<file path="src/rtl/mouse_pkg.sv">
// Shared definitions for the mouse-position conditioning slice.
//   MOUSE_W / SCREEN_XMAX / SCREEN_YMAX : default coordinate width and screen window
//   mouse_pos_t                         : committed position record at the default width
//   settle_state_t                      : settle-filter FSM states
package mouse_pkg;

    localparam int MOUSE_W     = 12;
    localparam int SCREEN_XMAX = 1023;
    localparam int SCREEN_YMAX = 767;

    typedef struct packed {
        logic [MOUSE_W-1:0] x;
        logic [MOUSE_W-1:0] y;
        logic               clamp;
    } mouse_pos_t;

    typedef enum logic [1:0] {
        IDLE,
        SETTLE,
        COMMIT
    } settle_state_t;

endpackage

</file>
<file path="src/rtl/mouse_pos_conditioner_if.sv">
// Bundle between the PS/2 mouse controller side and the position conditioner.
//   xpos_mouse_in / ypos_mouse_in / pos_valid_in : raw strobed samples into the conditioner
//   xpos_mouse / ypos_mouse                      : conditioned position, held between updates
//   pos_valid / moved                            : 1-cycle update and motion pulses
//   clamped                                      : last committed sample was clamped
// master = sample source / position consumer, slave = the conditioner.
interface mouse_pos_conditioner_if #(
    parameter int W = mouse_pkg::MOUSE_W
) ();

    logic [W-1:0] xpos_mouse_in;
    logic [W-1:0] ypos_mouse_in;
    logic         pos_valid_in;
    logic [W-1:0] xpos_mouse;
    logic [W-1:0] ypos_mouse;
    logic         pos_valid;
    logic         moved;
    logic         clamped;

    modport master (
        output xpos_mouse_in, ypos_mouse_in, pos_valid_in,
        input  xpos_mouse, ypos_mouse, pos_valid, moved, clamped
    );

    modport slave (
        input  xpos_mouse_in, ypos_mouse_in, pos_valid_in,
        output xpos_mouse, ypos_mouse, pos_valid, moved, clamped
    );

endinterface

</file>
<file path="src/rtl/mouse_pos_pipe.sv">
// Valid-tagged delay line, STAGES registers deep, shifting every cycle.
//   clk, rst              : clock, asynchronous active-low reset
//   in_valid, in_data     : entry pushed into stage 1
//   out_valid, out_data   : contents of the last stage
// Reset clears every stage so in-flight entries are discarded.
module mouse_pos_pipe #(
    parameter int STAGES = 2,
    parameter int DW     = 25
) (
    input  logic          clk,
    input  logic          rst,
    input  logic          in_valid,
    input  logic [DW-1:0] in_data,
    output logic          out_valid,
    output logic [DW-1:0] out_data
);

    logic [DW-1:0] data_q [STAGES];
    logic          vld_q  [STAGES];

    always_ff @(posedge clk or negedge rst) begin
        if (!rst) begin
            for (int unsigned i = 0; i < STAGES; i++) begin
                data_q[i] <= '0;
                vld_q[i]  <= 1'b0;
            end
        end else begin
            data_q[0] <= in_data;
            vld_q[0]  <= in_valid;
            for (int unsigned i = 1; i < STAGES; i++) begin
                data_q[i] <= data_q[i-1];
                vld_q[i]  <= vld_q[i-1];
            end
        end
    end

    assign out_valid = vld_q[STAGES-1];
    assign out_data  = data_q[STAGES-1];

endmodule

</file>
<file path="src/rtl/mouse_pos_conditioner.sv">
// Mouse position conditioner (pixel clock domain).
// Clamps strobed x/y samples to the screen window, optionally rejects transient
// positions with a settle filter, delays committed positions through a
// STAGES-deep pipeline and registers them with update/motion/clamp flags.
//   clk  : pixel clock
//   rst  : asynchronous reset, active-low
//   bus  : slave side of mouse_pos_conditioner_if (raw samples in, conditioned
//          position, pos_valid, moved and clamped out)
// Parameters: W coordinate width, XMAX/YMAX clamp limits, STAGES pipeline depth
// (1..4), STABLE_CNT settle cycles before commit (0 bypasses the filter).
module mouse_pos_conditioner
    import mouse_pkg::*;
#(
    parameter int W          = MOUSE_W,
    parameter int XMAX       = SCREEN_XMAX,
    parameter int YMAX       = SCREEN_YMAX,
    parameter int STAGES     = 2,
    parameter int STABLE_CNT = 0
) (
    input  logic                    clk,
    input  logic                    rst,
    mouse_pos_conditioner_if.slave  bus
);

    typedef struct packed {
        logic [W-1:0] x;
        logic [W-1:0] y;
        logic         clamp;
    } pos_t;

    localparam logic [W-1:0] XLIM = W'(XMAX);
    localparam logic [W-1:0] YLIM = W'(YMAX);

    pos_t smp;
    logic push_valid;
    pos_t push_data;
    logic pipe_valid;
    pos_t pipe_out;

    always_comb begin
        smp.x     = (bus.xpos_mouse_in > XLIM) ? XLIM : bus.xpos_mouse_in;
        smp.y     = (bus.ypos_mouse_in > YLIM) ? YLIM : bus.ypos_mouse_in;
        smp.clamp = (bus.xpos_mouse_in > XLIM) | (bus.ypos_mouse_in > YLIM);
    end

    generate
        if (STABLE_CNT == 0) begin : g_bypass
            assign push_valid = bus.pos_valid_in;
            assign push_data  = smp;
        end else begin : g_filter
            localparam int             CW       = $clog2(STABLE_CNT + 1);
            localparam logic [CW-1:0]  CNT_LAST = CW'(STABLE_CNT - 1);
            localparam logic [CW-1:0]  CNT_MAX  = CW'(STABLE_CNT);

            settle_state_t state_q, state_d;
            pos_t          cand_q, cand_d;
            logic [CW-1:0] cnt_q, cnt_d;
            logic [W-1:0]  last_x_q, last_y_q;
            logic          is_new;
            logic          same_cand;
            logic          commit;

            always_ff @(posedge clk or negedge rst) begin
                if (!rst) begin
                    state_q  <= IDLE;
                    cand_q   <= '0;
                    cnt_q    <= '0;
                    last_x_q <= '0;
                    last_y_q <= '0;
                end else begin
                    state_q <= state_d;
                    cand_q  <= cand_d;
                    cnt_q   <= cnt_d;
                    if (commit) begin
                        last_x_q <= cand_q.x;
                        last_y_q <= cand_q.y;
                    end
                end
            end

            always_comb begin
                state_d   = state_q;
                cand_d    = cand_q;
                cnt_d     = cnt_q;
                commit    = 1'b0;
                is_new    = bus.pos_valid_in && ({smp.x, smp.y} != {last_x_q, last_y_q});
                same_cand = ({smp.x, smp.y} == {cand_q.x, cand_q.y});
                unique case (state_q)
                    IDLE: begin
                        if (is_new) begin
                            cand_d  = smp;
                            cnt_d   = '0;
                            state_d = SETTLE;
                        end
                    end
                    SETTLE: begin
                        if (bus.pos_valid_in && !is_new) begin
                            // Returned to the committed position: the excursion was a glitch.
                            cand_d  = '0;
                            state_d = IDLE;
                        end else if (is_new && !same_cand) begin
                            cand_d = smp;
                            cnt_d  = '0;
                        end else begin
                            if (cnt_q != CNT_MAX) cnt_d = cnt_q + 1'b1;
                            if (cnt_q == CNT_LAST) state_d = COMMIT;
                        end
                    end
                    COMMIT: begin
                        commit  = 1'b1;
                        state_d = IDLE;
                        // The candidate becomes the committed value this edge, so newness
                        // is judged against the candidate rather than the stale register.
                        if (bus.pos_valid_in && !same_cand) begin
                            cand_d  = smp;
                            cnt_d   = '0;
                            state_d = SETTLE;
                        end
                    end
                    default: state_d = IDLE;
                endcase
            end

            assign push_valid = commit;
            assign push_data  = cand_q;
        end
    endgenerate

    mouse_pos_pipe #(
        .STAGES (STAGES),
        .DW     ($bits(pos_t))
    ) u_pipe (
        .clk       (clk),
        .rst       (rst),
        .in_valid  (push_valid),
        .in_data   (push_data),
        .out_valid (pipe_valid),
        .out_data  (pipe_out)
    );

    always_ff @(posedge clk or negedge rst) begin
        if (!rst) begin
            bus.xpos_mouse <= '0;
            bus.ypos_mouse <= '0;
            bus.pos_valid  <= 1'b0;
            bus.moved      <= 1'b0;
            bus.clamped    <= 1'b0;
        end else begin
            bus.pos_valid <= pipe_valid;
            bus.moved     <= pipe_valid &&
                             ({pipe_out.x, pipe_out.y} != {bus.xpos_mouse, bus.ypos_mouse});
            if (pipe_valid) begin
                bus.xpos_mouse <= pipe_out.x;
                bus.ypos_mouse <= pipe_out.y;
                bus.clamped    <= pipe_out.clamp;
            end
        end
    end

endmodule
</file>
<file path="src/flat_wrapper.sv">
// flat-port wrapper written by rule: the top's interface ports become plain ports
module mouse_pos_conditioner_flat import mouse_pkg::*;
#(
    parameter int W          = MOUSE_W,
    parameter int XMAX       = SCREEN_XMAX,
    parameter int YMAX       = SCREEN_YMAX,
    parameter int STAGES     = 2,
    parameter int STABLE_CNT = 0
)
  (clk, rst, bus_xpos_mouse_in, bus_ypos_mouse_in, bus_pos_valid_in, bus_xpos_mouse, bus_ypos_mouse, bus_pos_valid, bus_moved, bus_clamped);
  mouse_pos_conditioner_if #(.W(W)) bus_i ();
  input  logic clk;
  input  logic rst;
  input wire logic [$bits(bus_i.xpos_mouse_in)-1:0] bus_xpos_mouse_in;
  input wire logic [$bits(bus_i.ypos_mouse_in)-1:0] bus_ypos_mouse_in;
  input wire logic [$bits(bus_i.pos_valid_in)-1:0] bus_pos_valid_in;
  output wire logic [$bits(bus_i.xpos_mouse)-1:0] bus_xpos_mouse;
  output wire logic [$bits(bus_i.ypos_mouse)-1:0] bus_ypos_mouse;
  output wire logic [$bits(bus_i.pos_valid)-1:0] bus_pos_valid;
  output wire logic [$bits(bus_i.moved)-1:0] bus_moved;
  output wire logic [$bits(bus_i.clamped)-1:0] bus_clamped;
  assign bus_i.xpos_mouse_in = bus_xpos_mouse_in;
  assign bus_i.ypos_mouse_in = bus_ypos_mouse_in;
  assign bus_i.pos_valid_in = bus_pos_valid_in;
  assign bus_xpos_mouse = bus_i.xpos_mouse;
  assign bus_ypos_mouse = bus_i.ypos_mouse;
  assign bus_pos_valid = bus_i.pos_valid;
  assign bus_moved = bus_i.moved;
  assign bus_clamped = bus_i.clamped;
  mouse_pos_conditioner #(.W(W), .XMAX(XMAX), .YMAX(YMAX), .STAGES(STAGES), .STABLE_CNT(STABLE_CNT)) u_core (.clk(clk), .rst(rst), .bus(bus_i));
endmodule
</file>
<file path="config.mk">
export PLATFORM = sky130hd
export DESIGN_NAME = mouse_pos_conditioner_flat
export DESIGN_NICKNAME = d
export VERILOG_FILES = /design/src/rtl/mouse_pkg.sv /design/src/rtl/mouse_pos_conditioner_if.sv /design/src/rtl/mouse_pos_pipe.sv /design/src/rtl/mouse_pos_conditioner.sv /design/src/flat_wrapper.sv
export SDC_FILE = /design/constraint.sdc
export NUM_CORES = 1
export LEC_CHECK = 0
export CAP_MARGIN = 5
export CELL_PAD_IN_SITES_DETAIL_PLACEMENT = 0
export CELL_PAD_IN_SITES_GLOBAL_PLACEMENT = 1
export CORE_AREA = 2 2 68 118
export DETAILED_ROUTE_END_ITERATION = 10
export DIE_AREA = 0 0 70 120
export GPL_ROUTABILITY_DRIVEN = 0
export GPL_TIMING_DRIVEN = 1
export PLACE_DENSITY = 0.7
export SYNTH_ARGS = -nofsm -noshare
export SYNTH_HDL_FRONTEND = slang
export SYNTH_SLANG_ARGS = --single-unit
</file>
<file path="constraint.sdc">
create_clock -name clk -period 1.3 [get_ports clk]
set_input_delay 0.195 -clock clk [delete_from_list [all_inputs] [get_ports clk]]
set_output_delay 0.195 -clock clk [all_outputs]
set_load 0.02 [all_outputs]
</file>
-- After elaboration in Yosys (flattened, before gate mapping)
Index checks and enable logic that the tools add are counted.
- bits in latches: 0
- output and inout bits: 27
- RAM bits: 0
- memories: 0
- bits in read-only memories: 0
- flip-flop bits (word level): 79
- reductions and logical operators: 1
- divide/modulo/power cells: 0
- shift operators: 0
- $lt $le $gt $ge: 2
- add/sub/neg operators: 0
- bitwise gates (word level): 1
- multiply operators: 0
- eq/ne operators: 1
- muxes and demuxes: 2
- operators by type and width (cell ; count):
    > comparator 12 x 10 -> 1 bit (second input constant) ; 2
    two-way mux 12 bit ; 2
    inequality test 24 bit ; 1
    logical AND 1 bit ; 1
    OR 1 bit ; 1

-- Logic depth before layout (Yosys ltp)
Gate-level depths: netlist of the first run.
- depth after elaboration: 2
- gate-level depth with buffers: 4
- mapped depth without buffers: 4

-- Hierarchy
From an unflattened synthesis of the first run, not the netlist that was laid out.
- cell total of the unflattened synthesis: 191
- area, all modules: 2881.5 µm²
- by module, submodules not included (module ; cells an instance ; times used ; area each (µm²)):
    mouse_pos_pipe ; 77 ; 1 ; 1488.9
    mouse_pos_conditioner ; 114 ; 1 ; 1392.6

-- Least setup slack after synthesis of the first run
OpenSTA, ideal clock, no wires.
- kind: reg-to-reg
- from: reg u_core.bus.xpos_mouse[10]
- to: reg u_core.bus.moved
- path buffers: 0
- arrival time: 1.232 ns
- library setup time: 0.124 ns
- clock period less this slack: 1.356 ns
- stages on the path, launching flop included: 5
- slack: -0.056 ns
- cell sequence: dfrtp_1 xor2_1 nor4_1 nand4_1 o31a_1
- cells in the longest elaborated chain, start to end: 2
- RTL lines (element ; RTL line ; RTL):
    from (decl) ; mouse_pos_conditioner_if.sv:27 ; output xpos_mouse, ypos_mouse, pos_valid, moved, clamped
    from (signal assigned) ; mouse_pos_conditioner.sv:153 ; bus.xpos_mouse <= pipe_out.x;
    inequality test 24 bit ; mouse_pos_conditioner.sv:151 ; ({pipe_out.x, pipe_out.y} != {bus.xpos_mouse, bus.ypos_mouse});
    logical AND 1 bit ; mouse_pos_conditioner.sv:150 ; bus.moved <= pipe_valid &&
    to (signal assigned) ; mouse_pos_conditioner.sv:150 ;
    to (decl) ; mouse_pos_conditioner_if.sv:27 ;
No other way between the ends.
A chain may end at the register's enable or synchronous reset.

-- Worst setup path in the final report of the first run
- from: reg u_core.u_pipe.data_q (netlist bit u_core.u_pipe.out_data[8])
- to: reg u_core.bus.moved
- cells in the longest elaborated chain, start to end: 2
- RTL lines (element ; RTL line ; RTL):
    from (decl) ; mouse_pos_pipe.sv:18 ; logic [DW-1:0] data_q [STAGES];
    from (signal, indexed assignment) ; mouse_pos_pipe.sv:31 ; data_q[i] <= data_q[i-1];
    inequality test 24 bit ; mouse_pos_conditioner.sv:151 ;
    logical AND 1 bit ; mouse_pos_conditioner.sv:150 ;
No other way between the ends.

==> run summary, run 1 <==
status: finished, violations left
failing checks: setup timing
Non-Filler Instances: 342
most frequent cells in the layout: dfrtp_1 (67), mux2_2 (25), clkdlybuf4s50_1 (25)
nets: 276
fmax: 0.7008 GHz
Post-Syn Area: 2694 µm²
Tmin final: 1.427 ns
commonest non-fill, non-tap cell in the layout: dfrtp_1
#FFs+latches synth: 79
Synth Warn #: 0
Die W: 70 µm
IO Count: 54
Die Area: 8400 µm²
placed inst area: 3523 µm²
Routed WL: 4553 µm
Final Hold Viols: 0
Port Buf Inserts: 53
Via density: 4.436
critical path class: flop to flop
first-pass GRT wire length: 7617 µm
Final Slew Violations: 0
pwr dens: 1457 nW/µm²
CTS max path bufs: 2
Final WS setup: -0.1269 ns
# rows: 42
Detail Placement HPWL: 3322 µm
initial antenna violation count: 0
Max-cap violations: 0
grt ovf: 0
DP Cell Count: 325
post-route clock period utilization: 109.8%
chip height: 120 µm
Layout Skew: 0.004978 ns
largest net degree at the start of global routing: 33
Design Area, Final: 3755 µm²
critical path endpoint category: flop
CTS Buf Count: 9
cells after synthesis: 166
sequential share of the synthesized area: 73.39%
CTS HTree Levels: 3
core area: 7462 µm²
clk sinks: 79
overall routing resource usage: 12.35%
total power draw: 5.472 mW
Root Driver: clkbuf_16
fraction of layout instances using a drive strength above 1: 36.22%
Core Util, Final: 50.32%
CTS tree: done
Distinct cells, synth: 16
final setup vio count: 1
CP Max Fanout: 2
ANT nets after route: 0
vias in the first global route: 1563
clk slew on worst S/H paths: 0.06 ns
worst min path class: input port to flop
Crit path arrival time: 1.64 ns
ant diodes: 0
unrepaired setup endpoints after global routing: yes
Remaining DRCs: 0
Mean Syn Cell Area: 16.23 µm²
Starting DRT DRC Count: 57
P&R area growth vs syn: 39.39%
worst endpoint required time: 1.51 ns
DR WL/cell: 13.31 µm
DR vias: 1517
Worst VDD drop: 1154 µV
Worst setup SP type: flop
leakage: 1.430 nW
fillers: 667
drt first pass iters: 4
Starting Density: 36.10%
Clk Latency, worst-skew pair: 0.33 ns
final timing paths:
check	startpoint	end	slack, ns	cells past startpoint
max in group asynchronous	rst	u_core.bus.ypos_mouse[0]	0.45	3
min reg2reg	u_core.u_pipe.data_q[29]	u_core.u_pipe.out_data[4]	0.35	0
max	u_core.u_pipe.out_data[8]	u_core.bus.moved	-0.13	5
min in group asynchronous	rst	u_core.u_pipe.data_q[27]	0.34	2
min	bus_pos_valid_in	u_core.u_pipe.vld_q[1]	0.32	1
max reg2reg	u_core.u_pipe.out_data[8]	u_core.bus.moved	-0.13	5
cells in the mapped netlist:
library cell | number | area (µm²)
mux2_2 | 25 | 281.5
buf_2 | 3 | 15.01
nand2b_1 | 8 | 50.05
clkbuf_1 | 2 | 7.510
o31a_1 | 1 | 8.760
xor2_1 | 16 | 140.1
xnor2_1 | 8 | 70.07
nor4_1 | 4 | 25.02
nand2_1 | 1 | 3.750
nor2_1 | 2 | 7.510
a211oi_2 | 1 | 12.51
or3_1 | 11 | 68.82
dfrtp_1 | 79 | 1977
inv_1 | 1 | 3.750
nand4_1 | 3 | 18.77
conb_1 | 1 | 3.750
repair_timing:
action	in CTS	in global routing
buffers inserted	0	0
resized for setup	71	4
hold buffers	1	0
hold endpoints to repair	25	0
endpoints found under the setup margin	28	3
sequential cells by signal, indices dropped and copies added (netlist names):
register and count:
u_core.bus.xpos_mouse 12, u_core.bus.clamped 1, u_core.u_pipe.out_data 25, u_core.bus.ypos_mouse 12, u_core.bus.moved 1, u_core.u_pipe.data_q 25
u_core.u_pipe.out_valid 1, u_core.bus.pos_valid 1, u_core.u_pipe.vld_q 1
routing by layer:
layer,vias to the layer above,part of all wire [%],track usage [%]
met1,750,39,13.61
met4,0,3.1,7.572
met5,-,0,0
met2,37,53,20.30
li1,718,-,-
met3,12,4.7,4.198
per-stage QoR:
step	hold WS (ns)	setup WS (ns)	TNS [ns]
global route	0.3161	-0.2068	-0.2068
global placement	0.1319	-0.2414	-0.2414
CTS	0.3076	-0.1829	-0.1829
floorplan	-0.1006	-0.01096	-0.01096
finish	0.3161	-0.1269	-0.1269
detailed placement	0.1379	-0.2108	-0.2148
critical path, cell delays in order (launching register included):
cell and delay [ns]:
dfrtp_1 0.38, xor2_1 0.17, nor4_2 0.27, buf_4 0.14
nand4_1 0.09, o31a_1 0.26
cells by family (layout without fill, tap and decap cells):
| group | after synthesis | after routing | share of synthesized area (%) |
|---|---|---|---|
| AND/OR/NAND/NOR | 29 | 29 | 6.456 |
| flip-flops | 79 | 79 | 73.39 |
| buffers and inverters | 6 | 91 | 0.9752 |
| multiplexers | 25 | 25 | 10.45 |
| AO/OA/AOI/OAI | 2 | 2 | 0.7896 |
| other | 1 | 4 | 0.1392 |
| XOR/XNOR | 24 | 24 | 7.803 |
report_power, final:
group | total, mW | leakage, nW | switching [mW] | internal (mW)
clock network | 2.28 | 0.134 | 0.896 | 1.39
registers | 2.65 | 0.786 | 0.0692 | 2.58
logic | 0.542 | 0.510 | 0.255 | 0.286
layout make-up:
class	instances	area [µm²]	area share, %
clock buffer	11	252.7	6.731
clock inverter	5	32.53	0.8664
inverter	1	3.754	0.09997
multi-input combinational	84	720.7	19.19
sequential	79	1992	53.05
tap	88	110.1	2.932
timing repair buffer	74	643.1	17.13
Power figures use the tool's default switching activity.
==> run 2, diff against run 1 <==
Settings changed: CTS_CLUSTER_DIAMETER from default to 60.
==> results of run 2 <==
Final layout, timing and power as in run 1 (identical DEF).
==> edit 1, RTL diff (config.mk and constraints of run 2) <==
The package constant `SCREEN_XMAX` goes from 1023 to 511.
--- a/src/rtl/mouse_pkg.sv
+++ b/src/rtl/mouse_pkg.sv
@@ -6,5 +6,5 @@
 
     localparam int MOUSE_W     = 12;
-    localparam int SCREEN_XMAX = 1023;
+    localparam int SCREEN_XMAX = 511;
     localparam int SCREEN_YMAX = 767;
 
Behaviour: not the same (a bounded check fails within 4 cycles, from zero or initial values and one cycle with rst low).
==> edit 1 against run 2 <==
  * Wire length increased by 1.3%
  * Worst setup slack improved by 0.0094 ns
  * Sequential cell count unchanged
  * The run still ends with negative setup slack left
  * Design area increased by 3.2%
  * Power increased by 16%
  * Combinational power decreased by 6.1%
  * Synthesized area decreased by 0.28%
  * Synthesized cell count decreased by 1.8%
  * Sequential share of layout area decreased by 1.6 points
==> edit 1: results (changes against run 2) <==
Outcome
The run finished, with violations left. The final reports fail on negative setup slack.

Routing
The routed metal-1 wirelength came to 1.73 mm (-2.0%). The violation count after the first detailed-routing iteration came to 55 (-3.5%). The first-pass iteration count of the detailed router came to 2 (-2). The met3 wirelength from detailed routing is 200 µm (-6.5%). The number of vias in the routed layout is 1508 (-0.59%). Signal routing reaches up to met4. The met2 wirelength from detailed routing is 2.51 mm (+3.2%).

STA
The final number of max-transition violations came to 0 (unchanged). The final count of negative-setup-slack endpoints is 1 (unchanged). The smallest hold slack is 0.268 ns (-0.0483 ns). The clock skew is 0.00392 ns (-0.00106 ns). The final worst setup slack is -0.117 ns (+0.00943 ns).

The setup total negative slack is -0.117 ns (+0.00943 ns).

Finish
The final-layout non-clock buffer area share is 16.8% (-0.36 points). The sequential share of cell area came to 51.4% (-1.6 points). The multi-input logic area came to 724 µm² (+0.52%). The total of clock buffers placed in the layout is 10 (-1).

The number of nets in the layout is 277 (+0.36%). The sequential cell count is 79 (unchanged). The non-filler instance count after layout is 343 (+0.29%). The number of signal-net buffers in the layout is 75 (+1.4%).

The share of final-layout standard cells stronger than drive strength 1 is 37.3% (+1.0 points). The final-layout clock-cell area share was 10.2% (+2.6 points).

CTS
The number of resized instances in the post-cts repair step is 72 (+1.4%). The CTS buffer count was 9 (unchanged).

Placed design
The final HPWL from detailed placement was 3.19 mm (-4.0%). The post-place instance area was 3530 µm² (+0.32%). The number of buffers added on ports came to 53 (unchanged). The number of instances in the placed design is 326 (+0.31%). The worst slack at placement was -0.206 ns (+0.00443 ns).

Worst setup path
The standard cell with the maximum stage delay on the critical path is dfrtp_2. The origin of the critical flop-to-flop path is u_core.bus.ypos_mouse[5]. The cell count of the worst reg-to-reg path is 5 (unchanged).

The longest individual stage delay on the worst path is 0.40 ns (+0.02 ns).

Power and ir drop
The reported leakage power is 1.49 nW (+4.1%). The maximum resistive drop on vdd is 0.000934 V (-19%).

Min path
The class of the tightest hold or removal check is in -> async.

Global route
The met2 track utilization from global routing is 20.9% (+0.60 points). The total global routing track utilization is 12.8% (+0.44 points). The pin count of the biggest net entering global routing was 37 (+12%).

The initial antenna violation count is 0 (unchanged). The routing usage on met3 is 3.61% (-0.59 points). The global routing usage on met1 was 14.0% (+0.38 points). The via count of the first global-routing pass was 1614 (+3.3%). The global-route wire length before repair is 7.85 mm (+3.0%).

Logic synthesis
The average cell area after synthesis came to 16.5 µm² (+1.6%). The share of the yosys chip area belonging to registers is 73.6% (+0.21 points). In the synthesized netlist, the cells that appear most often are 79 x dfrtp_1, 25 x mux2_2, 17 x nand2b_1. By area the synthesized netlist is led by dfrtp_1 74%, mux2_2 10%, xor2_1 5.2%.
-- edit 1: cell count changes in the layout (fill, tap and decap cells not counted) --
cell	before	now
conb_1	4	5
nand2b_1	8	17
clkbuf_8	2	1
dlygate4sd2_1	10	9
nor2_1	2	1
bufinv_16	0	5
clkinvlp_4	3	0
buf_4	18	20
or3_1	11	1
nor3_2	0	1
clkinv_2	2	1
-- edit 1: report_power, final --
group	switching [mW]	internal, mW	leakage [nW]	total (mW)
Clock	0.925	2.31	0.193	3.24
Combinational	0.234	0.275	0.514	0.509
Sequential	0.0596	2.57	0.782	2.63
Total	1.22	5.15	1.49	6.37
-- edit 1: cells by family after synthesis --
family                    Yosys count  share of synthesized area [%]
AOI/OAI and AO/OA                   2                          0.792
other                               1                          0.140
muxes                              25                           10.5
buffers and inverters               4                          0.698
DFF                                79                           73.6
xor gates and xnor gates           24                           7.82
and+or+nand+nor                    28                           6.47
==> edit 2, RTL diff (config.mk and constraints of run 2) <==
Without the edit above. Reset style: synchronous (`rst`), changed in 3 clocked blocks. Comments in the files are not updated.
--- a/src/rtl/mouse_pos_pipe.sv
+++ b/src/rtl/mouse_pos_pipe.sv
@@ -19,5 +19,5 @@
     logic          vld_q  [STAGES];
 
-    always_ff @(posedge clk or negedge rst) begin
+    always_ff @(posedge clk) begin
         if (!rst) begin
             for (int unsigned i = 0; i < STAGES; i++) begin
--- a/src/rtl/mouse_pos_conditioner.sv
+++ b/src/rtl/mouse_pos_conditioner.sv
@@ -61,5 +61,5 @@
             logic          commit;
 
-            always_ff @(posedge clk or negedge rst) begin
+            always_ff @(posedge clk) begin
                 if (!rst) begin
                     state_q  <= IDLE;
@@ -139,5 +139,5 @@
     );
 
-    always_ff @(posedge clk or negedge rst) begin
+    always_ff @(posedge clk) begin
         if (!rst) begin
             bus.xpos_mouse <= '0;
Function: differs if rst is asserted again (counterexample within 4 cycles, from zero or initial values and one cycle with rst low); with rst held inactive, the same outputs for 10 cycles.
==> edit 2 against run 2 <==
  * Worst setup slack improved by 0.076 ns
  * Power increased by 3.0%
  * Sequential cell count unchanged
  * Synthesized area decreased by 0.33%
  * Count of clock-buffer cells in the layout increased by 2
  * Sequential power decreased by 3%
  * Design area decreased by 0.57%
  * Wire length increased by 4.7%
  * The flow still finishes with violations (negative setup slack)
  * Fmax increased by 5.6%
  * Sequential share of layout area decreased by 10 points
  * Global-route usage increased by 0.30 points
==> edit 2: results (changes against run 2) <==
Outcome
The flow ran to the end, but the final reports show violations. The checks that failed: negative setup slack.

Logic synthesis
The xor/xnor share of the synthesized area is 7.83% (+0.025 points). The share of the yosys chip area belonging to registers is 58.9% (-14 points). The count of unique library cells instantiated by Yosys is 18 (+2).

The mux cell area share after synthesis came to 9.32% (-1.1 points). The fraction of registers with async set or reset after synthesis is 0% (-100 points). Among all flip-flop cells after synthesis, the most frequent one is dfxtp_1.

The average cell area after synthesis is 11.8 µm² (-27%). After synthesis, the cell types taking the most area are dfxtp_1 59%, mux2i_1 9.3%, and2_1 6.5%. After synthesis, the most frequently instantiated cells are 79 x dfxtp_1, 28 x and2_1, 25 x mux2i_1, 25 x nor2b_1, 19 x o21a_1.

STA
The smallest hold slack is 0.183 ns (-0.133 ns). The final count of negative-setup-slack endpoints is 1 (unchanged). The final worst setup slack is -0.0507 ns (+0.0762 ns). The clock skew is 0.00395 ns (-0.00103 ns).

Power and ir drop
The clock group share of total power was 47.2% (+5.5 points). The power consumed by combinational cells is 0.393 mW (-27%). The power consumed by the clock network was 2.66 mW (+17%). The reported leakage power came to 1.56 nW (+8.9%). The maximum resistive drop on vdd came to 0.000764 V (-34%). The net switching share of the total power is 19.3% (-3.0 points).

Routing
The per-cell via count in the routed design was 4.33 (-2.4%). The first-pass iteration count of the detailed router came to 3 (-1). The detail-routed net length per standard cell is 12.1 µm (-9.1%).

Finish
The number of nets in the layout is 328 (+19%). The share of final-layout standard cells stronger than drive strength 1 is 18.0% (-18 points). The number of fill cells in the layout is 717 (+7.5%). The non-filler instance count after layout is 394 (+15%). From synthesis to final layout, the design area changed by 39.0%.

Global route
The global-route wire length before repair is 8.09 mm (+6.2%). The pin count of the biggest net entering global routing is 29 (-12%). The via count of the first global-routing pass is 1718 (+9.9%). The routing usage on met3 came to 4.79% (+0.59 points). The global routing usage on met1 is 14.6% (+0.96 points).

Worst setup path
The launching instance or port of the critical path is u_core.bus.xpos_mouse[2]. The kind of cell with the highest combined delay along the critical path is simple AND/OR/NAND/NOR gates. The standard cell with the maximum stage delay on the critical path is dfxtp_2.

The worst register-to-register path ends at u_core.bus.moved. The setup slack of the most critical reg-to-reg path is -0.05 ns (+0.08 ns). The longest individual stage delay on the worst path is 0.32 ns (-0.06 ns).

Placed design
The final HPWL from detailed placement is 3.43 mm (+3.2%). The post-place instance area was 3440 µm² (-2.4%). The number of instances in the placed design is 377 (+16%).

Min path
The depth of the worst hold-timing path is 2 (+1). The path with the worst hold slack has its endpoint at u_core.bus.pos_valid. The worst hold path begins at rst.
==> edit 2: area by class of cell <==
| class | instances | share of cell area, % |
|---|---|---|
| Clock buffer | 13 | 6.97 |
| Timing Repair Buffer | 73 | 17.4 |
| Sequential cell | 79 | 42.6 |
| Clock inverter | 3 | 1.74 |
| Multi-Input combinational cell | 138 | 28.4 |
| Tap cell | 88 | 2.95 |
==> edit 2: routing by layer <==
layer / vias to the layer above / wire length (µm) / share of wire [%]
li1: 890 / - / -
met1: 771 / 2010 / 42
met2: 37 / 2440 / 51
met3: 7 / 222 / 4.7
met4: 0 / 95 / 2.0
met5: - / 0 / 0
==> edit 2: cell families after synthesis <==
kind of cell | after synthesis
muxes | 25
buffers and inverters | 13
and+or+nand+nor | 63
xor gates and xnor gates | 24
other | 1
AOI/OAI and AO/OA | 22
DFF | 79
==> edit 2: timing repair <==
item | in CTS | in global routing
endpoints found under the setup margin | 28 | 17
gates resized for setup | 37 | 16
cloned | 0 | 0
buffers inserted | 1 | 0
pin swaps | 3 | 0
